<file path="src/rtl/mem_lsu_pkg.sv">
// Shared encodings and helpers for the load/store unit.
// Size codes, FSM states and the alignment check.
package mem_lsu_pkg;

  localparam logic [1:0] SZ_BYTE = 2'd0;
  localparam logic [1:0] SZ_HALF = 2'd1;
  localparam logic [1:0] SZ_WORD = 2'd2;

  typedef enum logic {
    ST_IDLE = 1'b0,
    ST_RMW  = 1'b1
  } lsu_state_t;

  function automatic logic misaligned(
    input logic [1:0] size,
    input logic [1:0] lo
  );
    logic bad;
    bad = 1'b0;
    unique case (1'b1)
      (size == SZ_BYTE): bad = 1'b0;
      (size == SZ_HALF): bad = lo[0];
      (size == SZ_WORD): bad = (lo != 2'd0);
      default:           bad = 1'b1;
    endcase
    return bad;
  endfunction

endpackage

</file>
<file path="src/rtl/lsu_lane_align.sv">
// Byte-lane steering for the load/store unit.
// Load: extract and extend. Store: merge into old word.
module lsu_lane_align
  import mem_lsu_pkg::*;
(
  input  logic [31:0] i_ld_word,
  input  logic [1:0]  i_ld_lo,
  input  logic [1:0]  i_ld_size,
  input  logic        i_ld_unsigned,
  output logic [31:0] o_ld_data,
  input  logic [31:0] i_st_old,
  input  logic [15:0] i_st_data,
  input  logic [1:0]  i_st_lo,
  input  logic [1:0]  i_st_size,
  output logic [31:0] o_st_word
);

  logic [7:0]  w_byte;
  logic [15:0] w_half;

  always_comb begin
    w_byte = i_ld_word[7:0];
    unique case (i_ld_lo)
      2'd0: w_byte = i_ld_word[7:0];
      2'd1: w_byte = i_ld_word[15:8];
      2'd2: w_byte = i_ld_word[23:16];
      2'd3: w_byte = i_ld_word[31:24];
      default: w_byte = i_ld_word[7:0];
    endcase
    w_half = i_ld_lo[1] ? i_ld_word[31:16]
                        : i_ld_word[15:0];
  end

  always_comb begin
    o_ld_data = i_ld_word;
    unique case (1'b1)
      (i_ld_size == SZ_BYTE):
        o_ld_data = i_ld_unsigned
          ? {24'd0, w_byte}
          : {{24{w_byte[7]}}, w_byte};
      (i_ld_size == SZ_HALF):
        o_ld_data = i_ld_unsigned
          ? {16'd0, w_half}
          : {{16{w_half[15]}}, w_half};
      default:
        o_ld_data = i_ld_word;
    endcase
  end

  always_comb begin
    o_st_word = i_st_old;
    unique case (1'b1)
      (i_st_size == SZ_BYTE): begin
        unique case (i_st_lo)
          2'd0: o_st_word[7:0]   = i_st_data[7:0];
          2'd1: o_st_word[15:8]  = i_st_data[7:0];
          2'd2: o_st_word[23:16] = i_st_data[7:0];
          2'd3: o_st_word[31:24] = i_st_data[7:0];
          default: o_st_word = i_st_old;
        endcase
      end
      (i_st_size == SZ_HALF): begin
        if (i_st_lo[1])
          o_st_word[31:16] = i_st_data;
        else
          o_st_word[15:0] = i_st_data;
      end
      default: o_st_word = i_st_old;
    endcase
  end

endmodule

</file>
<file path="src/rtl/mem_lsu.sv">
// Load/store unit in front of the 4K x 32 data RAM.
// Sub-word stores use a one-cycle read-modify-write.
module mem_lsu
  import mem_lsu_pkg::*;
#(
  parameter int ADDR_W = 32
) (
  input  logic              clk,
  input  logic              rst_n,
  input  logic              req_valid,
  output logic              req_ready,
  input  logic              req_we,
  input  logic [1:0]        req_size,
  input  logic              req_unsigned,
  input  logic [ADDR_W-1:0] req_addr,
  input  logic [31:0]       req_wdata,
  output logic              resp_valid,
  output logic [31:0]       resp_rdata,
  output logic              resp_err,
  output logic              ram_we,
  output logic [ADDR_W-1:0] ram_addr,
  output logic [31:0]       ram_wd,
  input  logic [31:0]       ram_rd
);

  lsu_state_t        r_state;
  lsu_state_t        w_next;
  logic [ADDR_W-1:0] r_addr;
  logic [1:0]        r_size;
  logic [15:0]       r_wdata;
  logic              r_resp_valid;
  logic [31:0]       r_resp_rdata;
  logic              r_resp_err;

  logic        w_acc;
  logic        w_err;
  logic        w_we;
  logic [31:0] w_load;
  logic [31:0] w_merged;

  assign req_ready = (r_state == ST_IDLE);
  assign w_acc     = req_valid & req_ready;
  assign w_err     = misaligned(req_size, req_addr[1:0]);

  lsu_lane_align u_align (
    .i_ld_word     (ram_rd),
    .i_ld_lo       (req_addr[1:0]),
    .i_ld_size     (req_size),
    .i_ld_unsigned (req_unsigned),
    .o_ld_data     (w_load),
    .i_st_old      (ram_rd),
    .i_st_data     (r_wdata),
    .i_st_lo       (r_addr[1:0]),
    .i_st_size     (r_size),
    .o_st_word     (w_merged)
  );

  always_comb begin
    w_next   = r_state;
    w_we     = 1'b0;
    ram_addr = req_addr;
    ram_wd   = 32'd0;
    unique case (r_state)
      ST_IDLE: begin
        if (w_acc && !w_err && req_we) begin
          if (req_size == SZ_WORD) begin
            w_we   = 1'b1;
            ram_wd = req_wdata;
          end else begin
            w_next = ST_RMW;
          end
        end
      end
      ST_RMW: begin
        ram_addr = r_addr;
        ram_wd   = w_merged;
        w_we     = 1'b1;
        w_next   = ST_IDLE;
      end
      default: w_next = ST_IDLE;
    endcase
  end

  // Reset must never let an aborted RMW reach the RAM.
  assign ram_we = w_we & rst_n;

  always_ff @(posedge clk) begin
    if (!rst_n) begin
      r_state      <= ST_IDLE;
      r_addr       <= '0;
      r_size       <= 2'd0;
      r_wdata      <= 16'd0;
      r_resp_valid <= 1'b0;
      r_resp_rdata <= 32'd0;
      r_resp_err   <= 1'b0;
    end else begin
      r_state      <= w_next;
      r_resp_valid <= 1'b0;
      if (r_state == ST_RMW) begin
        r_resp_valid <= 1'b1;
        r_resp_rdata <= 32'd0;
        r_resp_err   <= 1'b0;
      end else if (w_acc) begin
        if (w_err) begin
          r_resp_valid <= 1'b1;
          r_resp_rdata <= 32'd0;
          r_resp_err   <= 1'b1;
        end else if (!req_we) begin
          r_resp_valid <= 1'b1;
          r_resp_rdata <= w_load;
          r_resp_err   <= 1'b0;
        end else if (req_size == SZ_WORD) begin
          r_resp_valid <= 1'b1;
          r_resp_rdata <= 32'd0;
          r_resp_err   <= 1'b0;
        end else begin
          r_addr  <= req_addr;
          r_size  <= req_size;
          r_wdata <= req_wdata[15:0];
        end
      end
    end
  end

  assign resp_valid = r_resp_valid;
  assign resp_rdata = r_resp_rdata;
  assign resp_err   = r_resp_err;

endmodule

</file>
<file path="config.mk">
export PLATFORM = sky130hd
export DESIGN_NAME = mem_lsu
export DESIGN_NICKNAME = d
export VERILOG_FILES = /design/src/rtl/mem_lsu_pkg.sv /design/src/rtl/lsu_lane_align.sv /design/src/rtl/mem_lsu.sv
export SDC_FILE = /design/constraint.sdc
export NUM_CORES = 1
export LEC_CHECK = 0
export BUFFER_PORTS_ARGS = -buffer_cell sky130_fd_sc_hd__buf_4
export CORE_ASPECT_RATIO = 0.75
export CORE_MARGIN = 2
export CORE_UTILIZATION = 49
export DETAILED_ROUTE_END_ITERATION = 8
export PLACE_DENSITY = 0.77
export SYNTH_ARGS = -nofsm -noshare
export SYNTH_HDL_FRONTEND = slang
export SYNTH_SLANG_ARGS = --single-unit
</file>
<file path="constraint.sdc">
create_clock -name clk -period 2.25 [get_ports clk]
set_clock_uncertainty 0.1 [all_clocks]
set_input_delay 0 -clock clk [delete_from_list [all_inputs] [get_ports clk]]
set_output_delay 0 -clock clk [all_outputs]
set_load 0.01 [all_outputs]
</file>
Yosys cells after proc, flatten, opt, wreduce, memory -nomap -nowiden
Index checks and enable logic that the tools add are counted.
{ "op_classes": {"n_eq_ne": 10, "muxes": 33, "bitwise_logic": 6, "n_reduce_logical": 11} }
{ "ops": {"columns": ["op", "count"], "rows": [
  ["2-to-1 mux 32 bit", 8],
  ["case mux 32 bit (2 select lines)", 3],
  ["2-to-1 mux 16 bit", 3],
  ["2-to-1 mux 8 bit", 4],
  ["case mux 8 bit (4 select lines)", 1],
  ["2-to-1 mux 1 bit", 11],
  ["equality test 2 bit (second input constant)", 5],
  ["equality test 2 x 1 -> 1 bit (second input constant)", 4],
  ["logical NOT 2 bit", 4],
  ["AND reduction 5 bit", 1],
  ["inverter 1 bit", 4],
  ["case mux 1 bit (2 select lines)", 2],
  ["!= test 3 x 1 -> 1 bit (second input constant)", 1],
  ["case mux 1 bit (3 select lines)", 1],
  ["AND 1 bit", 2],
  ["logical AND 1 bit", 2],
  ["AND reduction 2 bit", 1],
  ["nonzero test 2 bit", 1],
  ["OR reduction 2 bit", 1],
  ["logical NOT 1 bit", 1]
]} }
{ "totals": {"ff_bits": 85, "input_bits": 103, "out_inout_bits": 100, "word_cells": 67} }

Logic depth before layout (Yosys ltp)
Gate-level depths: netlist (run 1).
{ "depth": {"ltp_word": 8, "depth_mapped": 7, "depth_no_buf": 4} }

Modules after synthesis
A second synthesis (run 1) with hierarchy kept.
{ "hier_totals": {"cells_unflattened": 679, "area_unflattened_um2": 5724.2} }
{ "modules_own_cells": {"columns": ["mod", "instances", "cells_each", "area_each_um2", "seq_area_each_um2"], "rows": [
  ["mem_lsu", 1, 463, 4105.2, 1701.6],
  ["lsu_lane_align", 1, 216, 1619.1, 0.0]
]} }

Least setup slack after synthesis (run 1)
OpenSTA, ideal clock, no wires.
{ "synth_path": {"path_kind": "register to register", "from": "reg r_state", "to": "reg r_resp_rdata[16] (netlist: resp_rdata[16])", "setup_ns": 0.059, "arrival_time_ns": 1.786, "slack_ns": 0.305, "stages_incl_launch_ff": 7, "n_path_buf": 2, "period_less_slack_ns": 1.945, "cell_sequence": "dfxtp_1 > buf_6 > or3b_4 > a311oi_4 > a21boi_4 > buf_6 > a22o_1"} }
{ "synth_via": {"elab_chain_cells": 3, "word_cells_on_any_way": 4, "cone_classes": "bitwise (2); reduce/logical (2)"} }
{ "synth_rtl": {"columns": ["item", "line_no", "rtl"], "rows": [
  ["from (decl)", "mem_lsu.sv:26", "lsu_state_t r_state;"],
  ["from (signal assigned)", "mem_lsu.sv:97", "r_state <= w_next;"],
  ["inverter 1 bit (no line)", null, null],
  ["AND 1 bit", "mem_lsu.sv:42", "assign w_acc = req_valid & req_ready;"],
  ["AND reduction 2 bit (no line)", null, null],
  ["to (signal assigned)", "mem_lsu.sv:110", "r_resp_rdata <= w_load;"],
  ["to (decl)", "mem_lsu.sv:32", "logic [31:0] r_resp_rdata;"]
]} }
Several ways; a longest one is shown, not always the timed one.
A chain may end at the register's enable or synchronous reset.

Final worst setup path (run 1)
{ "layout_path": {"from": "reg r_size[1]", "to": "out ram_wd[0]"} }
{ "layout_via": {"elab_chain_cells": 3, "word_cells_on_any_way": 4, "cone_classes": "eq/ne (1); mux (2); reduce/logical (1)"} }
{ "layout_rtl": {"columns": ["item", "line_no", "rtl"], "rows": [
  ["from (decl)", "mem_lsu.sv:29", "logic [1:0] r_size;"],
  ["from (signal assigned)", "mem_lsu.sv:118", "r_size <= req_size;"],
  ["equality test 2 x 1 -> 1 bit / logical NOT 2 bit (equally long branches)", "lsu_lane_align.sv:62, lsu_lane_align.sv:53", null],
  ["case mux 32 bit (2 select lines) *", "lsu_lane_align.sv:52", "unique case (1'b1)"],
  ["case mux 32 bit (2 select lines) *", "mem_lsu.sv:63", "unique case (r_state)"],
  ["to (decl)", "mem_lsu.sv:22", "output logic [31:0] ram_wd,"]
]} }
Every way passes the cells marked *; elsewhere a longest branch is shown, timed or not.

==> results.md, run 1 <==
- Post-synth top area share: 0.345
- Synthesis Warnings: 0
- Initial antenna violation count: 0
- Rel. slew slack: 0.598
- #FFs+latches synth: 85
- DRT antenna net count: 0
- Critical Path Fanout Max: 11
- Peak VDD IR: 0.396 mV
- Fin. max-slew vios: 0
- Post-Place Worst Slack: 0.281 ns
- Crit path required time: 2.15 ns
- Synth async-reset ratio: 0
- FF-to-FF Start: r_state$_SDFF_PP0_
- Hpwl dp: 12600 um
- Post-Synthesis Cells: 608
- Failing checks: design-rule violations
- Remaining Overflow, GRT: 0
- DR WL/cell: 19.3 um
- Die area: 10900 um^2
- Clk slew on worst S/H paths: 0.07 ns
- Period minus WS final: 2.10 ns
- CTS tree: built
- Hold path depth: 3
- WHS Endpoint: resp_rdata[1]$_SDFFE_PP0P_
- Max-cap violations: 0
- Gr usage total: 0.339
- Reg area: 1710 um^2
- Fraction of power consumed by sequential logic: 0.411
- Most numerous cell in the Yosys netlist: nand2_1
- NetSw: 1.06 mW
- Via count: 5861
- Worst-Margin Slew: 0.601 ns
- Worst R2R Path Depth: 4
- Top cells by area, synth: dfxtp_1 34%, nand2_1 12%, mux2_2 9.4%
- Worst R2R Setup Slack: 0.32 ns
- Post-synth EDFFs: 0
- Residual DRC: 1
- Tcrit/Tclk final: 0.932
- Drt via density: 5.88
- CTS sink cnt: 85
- R2R Path End: resp_rdata[25]$_SDFFE_PP0P_
- RSZ-0062 raised after global routing: no
- Non-Filler Cell Area, Final: 7610 um^2
- Synthesized Nets: 711
- Placed Instances: 906
- IO Count: 203
- Port Buffer Count: 202
- Largest net degree at the start of global routing: 54
- Clock share of power: 0.372
- Leak: 3.26 nW
- Achievable Freq: 477 MHz
- Post-Layout Cell Count: 996
- Path category of the worst min-delay check: in2reg
- Top post-synthesis cells by count: 153 x nand2_1, 85 x dfxtp_1, 53 x a21oi_1, 47 x clkbuf_1, 41 x mux2_2
- 1st-iter DRT viols: 420
- Area grow syn2layout: 54.3%
- Routability cong.: 0.882
- CP arrival: 2.00 ns
- Status: finished with violations
- Share of cells above drive strength 1: 0.338
- Final setup viols: 0
- NumNets Final: 962
- Root buf cell: clkbuf_16
- Count of different cell masters after synthesis: 42
- Critical path class: reg2out
- Clock latency on the worst-skew pair: 0.33 ns
- Starting Density: 0.507
- Final Hold Vio Count: 0
- Synthesized cell area: 4930 um^2
- Setup WS post-layout: 0.154 ns
- Initial DRT Pass Iterations: 7
- Syn_area_per_cell: 8.12 um^2
- Row cnt: 31
- Vias in the first global route: 5616
- ANT cells: 0
- Share of the yosys chip area belonging to registers: 0.345
- Comb power frac: 0.217
- WL final: 19200 um
- Dominant synthesized flop cell: dfxtp_1
- Startpoint class of the critical path: flop
- Filler cells: 643
- Internal: 2.81 mW
- Max clock buf depth: 2
- CTS buffer count: 9
- Area occupied by multi-input gates: 3020 um^2
- Post-synth top area cell: dfxtp_1
- Sw frac: 0.274
- Chip width: 120 um
- Post-DP Area: 6570 um^2
- Total Power: 3.87 mW
- CP endpoint kind: primary output
- Core area: 9740 um^2
- CTS H-tree depth: 3
- First-pass GRT wire length: 29200 um
- Post-CTS setup buffers: 0
- PwrDens: 508 nW/um^2
- TNS Setup: 0 ns
- Die Y: 90.9 um
- Min-delay src: rst_n
==> metrics by stage <==
step / util / hold WS (ns)
3_3_place_gp: 0.675 / 0.154
5_1_grt: 0.782 / 0.0447
4_1_cts: 0.781 / 0.00559
2_1_floorplan: - / 0.0360
6_report: 0.782 / 0.0177
3_5_place_dp: 0.675 / 0.164
==> how the worst max path moves through the flow <==
stage	startpoint	end	slack, ns	cells after the start
after floorplan	r_state$_SDFF_PP0_	resp_rdata[16]$_SDFFE_PP0P_	0.31	6
after global placement	r_addr[1]$_SDFFE_PN0P_	ram_wd[1]	0.33	6
after detailed placement	r_addr[1]$_SDFFE_PN0P_	ram_wd[1]	0.28	6
after CTS	r_size[0]$_SDFFE_PN0P_	ram_wd[31]	0.002	5
after global routing	r_size[1]$_SDFFE_PN0P_	ram_wd[1]	0.04	6
final	r_size[1]$_SDFFE_PN0P_	ram_wd[0]	0.15	6
==> final cells by class <==
cell class,instances,area share
multi-input combinational,466,0.397
clock buffer,12,0.0337
clock inverter,4,0.00411
sequential,85,0.224
tap,132,0.0217
timing repair buffer,292,0.317
inverter,5,0.00247
==> logic make-up after synthesis <==
kind of cell,Yosys count,share of synthesized area
flip-flops,85,0.345
AND/OR/NAND/NOR,222,0.200
AO/OA/AOI/OAI,170,0.247
multiplexers,74,0.160
buffers and inverters,57,0.0482
==> power groups by stage <==
stage	sequential, mW	clock (mW)	combinational (mW)
5_1_grt	1.59	1.52	0.890
6_report	1.59	1.44	0.840
4_1_cts	1.59	1.45	0.818
3_3_place_gp	1.62	0	0.697
2_1_floorplan	1.62	0	0.344
3_5_place_dp	1.62	0	0.711
==> per-layer routing <==
layer  vias to the layer above  wire length (um)  GRT usage
met1                      2787              7950      0.430
li1                       2672                 -          -
met5                         -                 0          0
met4                         0               500     0.0990
met3                        51              1590     0.0726
met2                       351              9170      0.580
==> worst max-delay path, cell delays in order, from the launching register on <==
cell and delay [ns]:
dfxtp_1 0.42, nor2_2 0.33, nand2_1 0.18, buf_4 0.21, mux2i_1 0.12, o21ai_0 0.23, buf_4 0.17
==> repair_timing <==
action / 4_1_cts / 5_1_grt
endpoints found under the setup margin: 7 / 17
resized for setup: 2 / 4
cloned: 0 / 0
hold buffers: 74 / 0
endpoints found under the hold margin: 74 / 0
==> registers in the layout, indices dropped and copies added, names as in the netlist <==
register    count
resp_valid      1
r_size          2
resp_rdata     32
r_wdata        16
resp_err        1
r_addr         32
r_state         1
==> placed cells by master, fill, tap and decap left out, types with 7 or more instances in the layout <==
cell type        n
buf_4          215
nand2_1        153
dfxtp_1         82
dlygate4sd3_1   74
a21oi_1         53
mux2_2          41
mux2i_1         33
a22o_1          33
nand2b_1        25
o21ai_0         21
o211ai_1        14
nor2_1          13
a221oi_1        12
a22oi_1          9
clkbuf_16        9
nor2b_1          8
a32oi_1          8
a32o_1           7
o2bb2ai_1        7
(Power assumes the default switching activity.)
==> run 2, diff against run 1 <==
Settings changed: CORE_ASPECT_RATIO 0.75 to 0.8.
==> run 2 against run 1 <==
Compared with the run above: the flow now finishes without violations; clock power rose by 5%; global-route usage fell by 0.099 points; sequential cell count unchanged; die area hardly changed; cell area about the same; via count decreased by 1.5%; register-to-register slack about the same; wire length decreased by 2.5%; sequential power hardly changed; power rose by 1.6%; non-clock buffer count unchanged; first-iteration DRC count grew 14%; highest routed layer unchanged.
==> results.md, run 2 (same netlist as run 1, synthesis figures left out) <==
- Peak VDD IR: 0.306 mV
- Final Hold Vio Count: 0
- Period minus WS final: 2.12 ns
- Drt via density: 5.78
- Non-Filler Cell Area, Final: 7620 um^2
- Port Buffer Count: 202
- First-pass GRT wire length: 28800 um
- Worst-Margin Slew: 0.609 ns
- CP max-delay cell: dlygate4sd3_1
- Initial DRT Pass Iterations: 5
- Residual DRC: 0
- Slowest stage delay, CP: 0.55 ns
- Final setup viols: 0
- CP arrival: 2.29 ns
- Clock latency on the worst-skew pair: 0.33 ns
- Remaining Overflow, GRT: 0
- Crit path from: req_size[0]
- Achievable Freq: 472 MHz
- Post-Place Worst Slack: 0.278 ns
- Vias in the first global route: 5626
- Total Power: 3.93 mW
- Max clock buf depth: 2
- Path category of the worst min-delay check: in2reg
- DR WL/cell: 18.7 um
- Max-cap violations: 0
- TNS Setup: 0 ns
- ANT cells: 0
- Min-delay src: rst_n
- Hpwl dp: 12800 um
- Finished Core Util: 0.783
- Post-DP Area: 6560 um^2
- Gr busiest metal: met2
- CP endpoint kind: flop
- Via count: 5775
- WL final: 18700 um
- Routability cong.: 0.923
- M1 GR Usage: 0.429
- Startpoint class of the critical path: input port
- IO Count: 203
- Leak: 3.26 nW
- 1st-iter DRT viols: 479
- Post-CTS setup buffers: 0
- Fin. max-slew vios: 0
- Setup WS post-layout: 0.132 ns
- FF-to-FF Start: r_state$_SDFF_PP0_
- Core area: 9730 um^2
- CTS tree: built
- Met3 Use GR: 0.0723
- Area grow syn2layout: 54.4%
- PwrDens: 516 nW/um^2
- Post-Layout Cell Count: 1000
- Status: finished clean
- RSZ-0062 raised after global routing: no
- DRT antenna net count: 0
- Largest net degree at the start of global routing: 54
- Row cnt: 32
- Root buf cell: clkbuf_16
- Cells along the critical path: dlygate4sd3_1 > buf_4 > or3_1 > a311oi_4 > a21boi_4 > a22o_1
- Die area: 10900 um^2
- NumNets Final: 962
- Crit path required time: 2.42 ns
- Starting Density: 0.507
- Met2 Use GR: 0.561
- Hold slack: 0.0258 ns
- Critical Path Fanout Max: 20
- Tcrit/Tclk final: 0.941
- CTS buffer count: 9
- Clk slew on worst S/H paths: 0.07 ns
- CTS sink cnt: 85
- Critical path class: in2reg
- Rel. slew slack: 0.594
- Most common cell after layout, fill and taps aside: buf_4
- Gr usage total: 0.338
- Initial antenna violation count: 0
- Share of cells above drive strength 1: 0.339
- Die Y: 93.8 um
- Placed Instances: 910
- Commonest cells after routing, fill and taps aside: 216 x buf_4, 151 x nand2_1, 82 x dfxtp_1
- Chip width: 116 um
- CTS H-tree depth: 3
run 2: where the power goes:
part	switching, mW	total (mW)	internal, mW
Combinational	0.389	0.831	0.443
Sequential	0.0390	1.59	1.55
Clock	0.638	1.51	0.873
run 2: routing by layer:
metal,part of all wire,vias up
li1,-,2679
met1,0.41,2748
met2,0.48,307
met3,0.081,41
met4,0.030,0
met5,0,-
run 2: cell type report:
class	instances	area, um^2
clock inverter	6	70.1
timing repair buffer	292	2400
inverter	5	18.8
tap	136	170
clock buffer	10	229
sequential	85	1710
multi-input combinational	466	3020
fill	692	2110
run 2: path summary, 6_finish.rpt:
kind / endpoint / slack, ns / cells past startpoint
worst max register to register: resp_rdata[16]$_SDFFE_PP0P_ / 0.31 / 4
worst max-delay path: resp_rdata[16]$_SDFFE_PP0P_ / 0.13 / 6
worst min-delay path: resp_rdata[4]$_SDFFE_PP0P_ / 0.03 / 3
worst min register to register: r_addr[18]$_SDFFE_PN0P_ / 0.35 / 2
run 2: what timing repair did:
item                                    in CTS  in global routing
hold buffers                                74                  0
endpoints found under the setup margin       8                 23
endpoints found under the hold margin       74                  0
gates resized for setup                      1                  6
pin swaps                                    0                  0
cloned                                       0                  0
run 2: worst max-delay path: cells and delay by family:
kind                   cells  cell delay (ns)
buffers and inverters      2             0.76
AO/OA/AOI/OAI              3             1.06
AND/OR/NAND/NOR            1             0.45
